`src/rtl/pc_stack_unit.sv`:
```
// Program counter with PC-relative branch and a hardware call/return stack.
// All PC and stack updates are qualified by flash_ready; the sticky error flags clear via err_clr.
module pc_stack_unit #(
  parameter int unsigned                ADDR_WIDTH   = 12,
  parameter logic [ADDR_WIDTH-1:0]      RESET_VECTOR = 12'h080,
  parameter logic [ADDR_WIDTH-1:0]      BOOT_LIMIT   = 12'h100,
  parameter int unsigned                STACK_DEPTH  = 8,
  parameter int unsigned                OFFSET_WIDTH = 8,
  localparam int unsigned               SP_W         = $clog2(STACK_DEPTH),
  localparam int unsigned               DEPTH_W      = SP_W + 1
) (
  input  logic                    clk,
  input  logic                    arst_n,
  input  logic                    flash_ready,
  input  logic                    pc_inc,
  input  logic                    pc_load,
  input  logic [ADDR_WIDTH-1:0]   pc_next,
  input  logic                    pc_rel,
  input  logic [OFFSET_WIDTH-1:0] rel_offset,
  input  logic                    pc_call,
  input  logic                    pc_ret,
  input  logic                    err_clr,
  output logic [ADDR_WIDTH-1:0]   pc_out,
  output logic                    bootstrapping,
  output logic                    stack_full,
  output logic                    stack_empty,
  output logic [DEPTH_W-1:0]      stack_depth,
  output logic                    stack_ovf,
  output logic                    stack_unf
);

  typedef enum logic [2:0] {
    CMD_NONE,
    CMD_INC,
    CMD_REL,
    CMD_LOAD,
    CMD_CALL,
    CMD_RET
  } cmd_e;

  logic [ADDR_WIDTH-1:0] pc_q, pc_d;
  logic [DEPTH_W-1:0]    depth_q, depth_d;
  logic                  ovf_q, unf_q;
  logic                  ovf_set, unf_set, push_en;
  logic [ADDR_WIDTH-1:0] stack_mem [STACK_DEPTH];
  logic [ADDR_WIDTH-1:0] pc_plus1, rel_ext, top_entry;
  logic [SP_W-1:0]       push_idx, top_idx;
  logic                  full, empty;
  cmd_e                  cmd;

  assign full      = (depth_q == DEPTH_W'(STACK_DEPTH));
  assign empty     = (depth_q == '0);
  assign pc_plus1  = pc_q + ADDR_WIDTH'(1);
  assign rel_ext   = ADDR_WIDTH'(signed'(rel_offset));
  assign push_idx  = depth_q[SP_W-1:0];
  assign top_idx   = SP_W'(depth_q - DEPTH_W'(1));
  assign top_entry = stack_mem[top_idx];

  // Priority decode: only the highest-priority command is acted on.
  always_comb begin
    cmd = CMD_NONE;
    if      (pc_ret)  cmd = CMD_RET;
    else if (pc_call) cmd = CMD_CALL;
    else if (pc_load) cmd = CMD_LOAD;
    else if (pc_rel)  cmd = CMD_REL;
    else if (pc_inc)  cmd = CMD_INC;
  end

  // NOTE: every output of this block gets a default first so no latch is inferred.
  always_comb begin
    pc_d    = pc_q;
    depth_d = depth_q;
    push_en = 1'b0;
    ovf_set = 1'b0;
    unf_set = 1'b0;
    if (flash_ready) begin
      unique case (cmd)
        CMD_INC:  pc_d = pc_plus1;
        CMD_REL:  pc_d = pc_q + rel_ext;
        CMD_LOAD: pc_d = pc_next;
        CMD_CALL: begin
          pc_d = pc_next;
          if (full) begin
            ovf_set = 1'b1;
          end else begin
            push_en = 1'b1;
            depth_d = depth_q + DEPTH_W'(1);
          end
        end
        CMD_RET: begin
          if (empty) begin
            pc_d    = RESET_VECTOR;
            unf_set = 1'b1;
          end else begin
            pc_d    = top_entry;
            depth_d = depth_q - DEPTH_W'(1);
          end
        end
        default: ;
      endcase
    end
  end

  // NOTE: sequential state uses non-blocking assignments only.
  always_ff @(posedge clk or negedge arst_n) begin
    if (!arst_n) begin
      pc_q    <= RESET_VECTOR;
      depth_q <= '0;
      ovf_q   <= 1'b0;
      unf_q   <= 1'b0;
    end else begin
      pc_q    <= pc_d;
      depth_q <= depth_d;
      // Set wins over a same-cycle clear.
      if (ovf_set)      ovf_q <= 1'b1;
      else if (err_clr) ovf_q <= 1'b0;
      if (unf_set)      unf_q <= 1'b1;
      else if (err_clr) unf_q <= 1'b0;
    end
  end

  // NOTE: storage is not reset; depth_q alone decides which entries are valid.
  always_ff @(posedge clk) begin
    if (push_en) stack_mem[push_idx] <= pc_plus1;
  end

  assign pc_out        = pc_q;
  assign bootstrapping = (pc_q < BOOT_LIMIT);
  assign stack_full    = full;
  assign stack_empty   = empty;
  assign stack_depth   = depth_q;
  assign stack_ovf     = ovf_q;
  assign stack_unf     = unf_q;

endmodule

```
`config.mk`:
```
export PLATFORM = sky130hd
export DESIGN_NAME = pc_stack_unit
export DESIGN_NICKNAME = d
export VERILOG_FILES = /design/src/rtl/pc_stack_unit.sv
export SDC_FILE = /design/constraint.sdc
export NUM_CORES = 1
export LEC_CHECK = 0
export ABC_AREA = 0
export ABC_CLOCK_PERIOD_IN_PS = 6100
export BUFFER_PORTS_ARGS = -buffer_cell sky130_fd_sc_hd__buf_2
export CAP_MARGIN = 10
export CORE_UTILIZATION = 64
export CTS_CLUSTER_DIAMETER = 100
export DETAILED_ROUTE_END_ITERATION = 6
export PLACE_DENSITY_LB_ADDON = 0.08
export SLEW_MARGIN = 5
export SYNTH_ARGS = -nofsm -noshare
export SYNTH_HDL_FRONTEND = slang
export SYNTH_SLANG_ARGS = --single-unit
```
`constraint.sdc`:
```
create_clock -name clk -period 6.1 [get_ports clk]
set_clock_uncertainty 0.1 [all_clocks]
set_input_delay 0.305 -clock clk [delete_from_list [all_inputs] [get_ports clk]]
set_output_delay 0.305 -clock clk [all_outputs]
set_load 0.1 [all_outputs]
```
==> metrics.md <==
| Metric | Value |
|---|---|
| Mapped cell area | `5600 um^2` |
| Internal reg-to-reg setup slack | `around 2.7 ns` |
| Maximum clock path buffer count | `2` |
| Actual transition at the worst max-transition pin | `1.10 ns` |
| Initial antenna violation count | `0` |
| Final setup fails | `0` |
| Peak clock frequency supported by timing | `292 MHz` |
| Crit path DAT | `roughly 3.8 ns` |
| Number of vias after detailed routing | `3867` |
| Post-layout net count | `just over 500` |
| Min Tclk post-route | `~3.4 ns` |
| LEAKAGE | `approximately 0.0024 uW` |
| Clock root buffer | `clkbuf_8` |
| Count of yosys warnings during synthesis | `0` |
| Vias per inst | `6.63` |
| Ratio of cells with drive above 1 in the final layout | `0.259` |
| Count of cell instances traversed by the critical path | `8` |
| Kind of end point of the critical path | `flip-flop` |
| Data required time at the worst endpoint | `between 6 and 7 ns` |
| Post-CTS setup buffer count | `0` |
| Worst slew slack as a fraction of its limit | `0.267` |
| TritonCTS clock tree | `yes` |
| Logic depth of the worst register-to-register path | `8` |
| Count of cell types in the netlist | `58` |
| Cell accounting for the most synthesized area | `edfxtp_1` |
| Post-detailed-route DRC marker count | `0` |
| Clock-pin slew on the worst setup and hold paths | `0.06 ns` |
| Max incr delay on CP | `0.90 ns` |
| Count of inserted antenna diode cells | `0` |
| Run status | `finished, final reports clean` |
| Worst flop-to-flop path startpoint | `stack_depth[0]` |
| Maxcap violations | `0` |
| Sum of negative setup slack | `0 ns` |
| Die area | `9130 um^2` |
| End of the worst hold path | `stack_ovf` |
| Floorplan die width | `95.6 um` |
| Vias in the first global route | `about 3800` |
| Number of nets with antenna violations after detailed routing | `0` |
| HPWL Detailed | `8340 um` |
| Async S/R FF share, synth | `0.158` |
| Number of buffers inserted during clock tree synthesis | `17` |
| Family with the most delay on the worst path | `XOR/XNOR gates` |
| Pin count of the biggest net entering global routing | `30` |
| Synth-to-Final Area Change | `17.5%` |
| Die span in y | `95.6 um` |
| Sequential cell area fraction in the yosys report | `0.595` |
| Number of port buffers | `49` |
| Kind of start point of the critical path | `flip-flop` |
| Highest fanout seen on the critical path | `29` |
| Final period utilization | `0.561` |
| 1st-pass router iterations | `6` |
| Worst vdd rail ir drop | `slightly above 0.4 mV` |
| Number of max-slew violations in the final report | `0` |
| Number of H-tree levels | `4` |
| Drt first-iter violations | `311` |
| Post-synthesis register bit count | `114` |
| Routed length per instance | `23.6 um` |
| Wire length of the first global-routing pass | `20500 um` |
| Initial cell density of the core | `0.672` |
| Cell Chain, Critical Path | `buf_4, inv_1, ha_1, xor2_2, mux2_2, a2111oi_0, a211o_1, a21oi_1` |
| R2r endpoint | `pc_out[7]` |
| Clock tree sinks | `114` |
| Placeable core region | `between 8000 and 9000 um^2` |
| Leading post-synthesis cells by cell area | `edfxtp_1 51%, mux4_2 8.8%, dfrtp_1 7.6%` |
| Final estimated routing congestion in global placement | `approximately 0.87` |
| Number of failing hold endpoints at the final stage | `0` |
| Commonest cells after routing, fill and taps aside | `96 x edfxtp_1, 49 x buf_2, 27 x a21oi_1` |
| Crit path buffers/inverters | `2` |
| Standard-cell row count | `33` |
| Total power per unit cell area | `576 nW/um^2` |
| Fraction of post-synthesis cell area in the top cell type by area | `0.514` |
| Per-instance average area after synthesis | `13.9 um^2` |
| Dominant synthesized flop cell | `edfxtp_1` |
| Hold Path Cell Cnt | `3` |
| Instance count of the mapped netlist | `403` |
| Skew-Pair Late Insertion Delay | `0.51 ns` |
| Most common library cell in the layout ignoring fill and taps | `edfxtp_1` |
| Startpoint of the most critical hold path | `pc_call` |
| Worst hold-check path type | `input pin to flip-flop` |
| Number of flops mapped to enable cells by yosys | `96` |
| Final wirelength | `13700 um` |
| All-Layer GR Usage | `0.328` |
| Total congestion overflow | `0` |
| Slowest-stage cell, CP | `xor2_2` |
| Total I/O pin count | `50` |
| Crit Path Class | `flip-flop to flip-flop` |
| Final standard cell utilization of the core | `0.790` |
| Synthesized net count | `447` |
| Unrepaired setup endpoints after global routing | `false` |
-- cells by family after synthesis --
group | Yosys count | synth area share
AOI/OAI and AO/OA | 91 | 0.107
xor gates and xnor gates | 22 | 0.0357
adders and majority gates | 15 | 0.0348
buffers and inverters | 32 | 0.0286
DFF | 114 | 0.595
muxes | 40 | 0.121
and+or+nand+nor | 89 | 0.0784
-- power breakdown --
| part | total (uW) | leakage, uW | internal (uW) | switching [uW] |
|---|---|---|---|---|
| sequential | 1140 | 0.00108 | 1030 | 113 |
| combinational | 1620 | 0.00108 | 531 | 1090 |
| clock | 1030 | 0.000292 | 664 | 367 |
-- metal layers --
layer	wire, um	global-route usage	up-vias
met3	963	0.0901	32
met1	5500	0.414	1923
li1	-	-	1701
met4	368	0.141	0
met5	0	0	-
met2	6900	0.536	211
-- registers in the layout (all words and copies together), names as in the netlist --
register and count:
stack_depth 4, stack_ovf 1, stack_unf 1, stack_mem 96
pc_out 12
-- worst max path at each step --
stage | start | to
final | stack_depth[0] | pc_out[7]
after global routing | stack_depth[0] | pc_out[7]
after CTS | stack_depth[0] | pc_out[7]
after detailed placement | stack_depth[0] | pc_out[7]
after global placement | stack_depth[0] | pc_out[7]
after floorplan | stack_depth[0] | pc_out[9]
-- tightest hold or removal path, delay by kind of cell --
family,cells,cell delay [ns]
compound gates,1,0.07
simple gates,1,0.12
buf+inv,1,0.14
-- through the flow --
stage          setup WS, ns  hold WS, ns  cell area, um^2  total power, uW  instances
2_1_floorplan          1.02      -0.0906             5600             2410        403
3_3_place_gp           2.85        0.172             5960             2700        549
3_5_place_dp           2.69        0.177             5960             2740        549
4_1_cts                2.66       0.0452             6590             3790        583
5_1_grt                2.36       0.0847             6590             3950        583
6_report               2.68       0.0772             6590             3800        583
-- cell usage after synthesis, drive strengths merged (2+ instances only) --
cell     n
a21oi   27
a221oi   2
nand2   21
inv     14
and3     5
nor2b    2
nand3   11
and2     3
ha      14
o211ai   6
o21a     6
nand2b   4
nand4    3
or4      2
o21ai   20
or3      2
mux4    22
nor4     2
xor2    10
edfxtp  96
a21o     2
xnor2   12
dfrtp   17
nor2    26
nor3     4
mux2i   17
buf     14
a311oi   3
o22a     2
o22ai    4
o221ai   5
clkbuf   4
a211oi   5
-- repair_timing --
action                                 in CTS  in global routing
endpoints found under the hold margin      20                  0
hold buffers                                2                  0
resized for setup                           0                  0
setup endpoints to repair                   0                  0
-- cell type report --
| class | count | area (um^2) |
|---|---|---|
| sequential | 114 | 3330 |
| clock buffer | 19 | 422 |
| inverter | 14 | 52.6 |
| fill | 483 | 1760 |
| clock inverter | 13 | 185 |
| multi-input combinational | 257 | 2120 |
| timing repair buffer | 61 | 340 |
| tap | 105 | 131 |
Note: power is estimated with default switching activity, not from simulation.
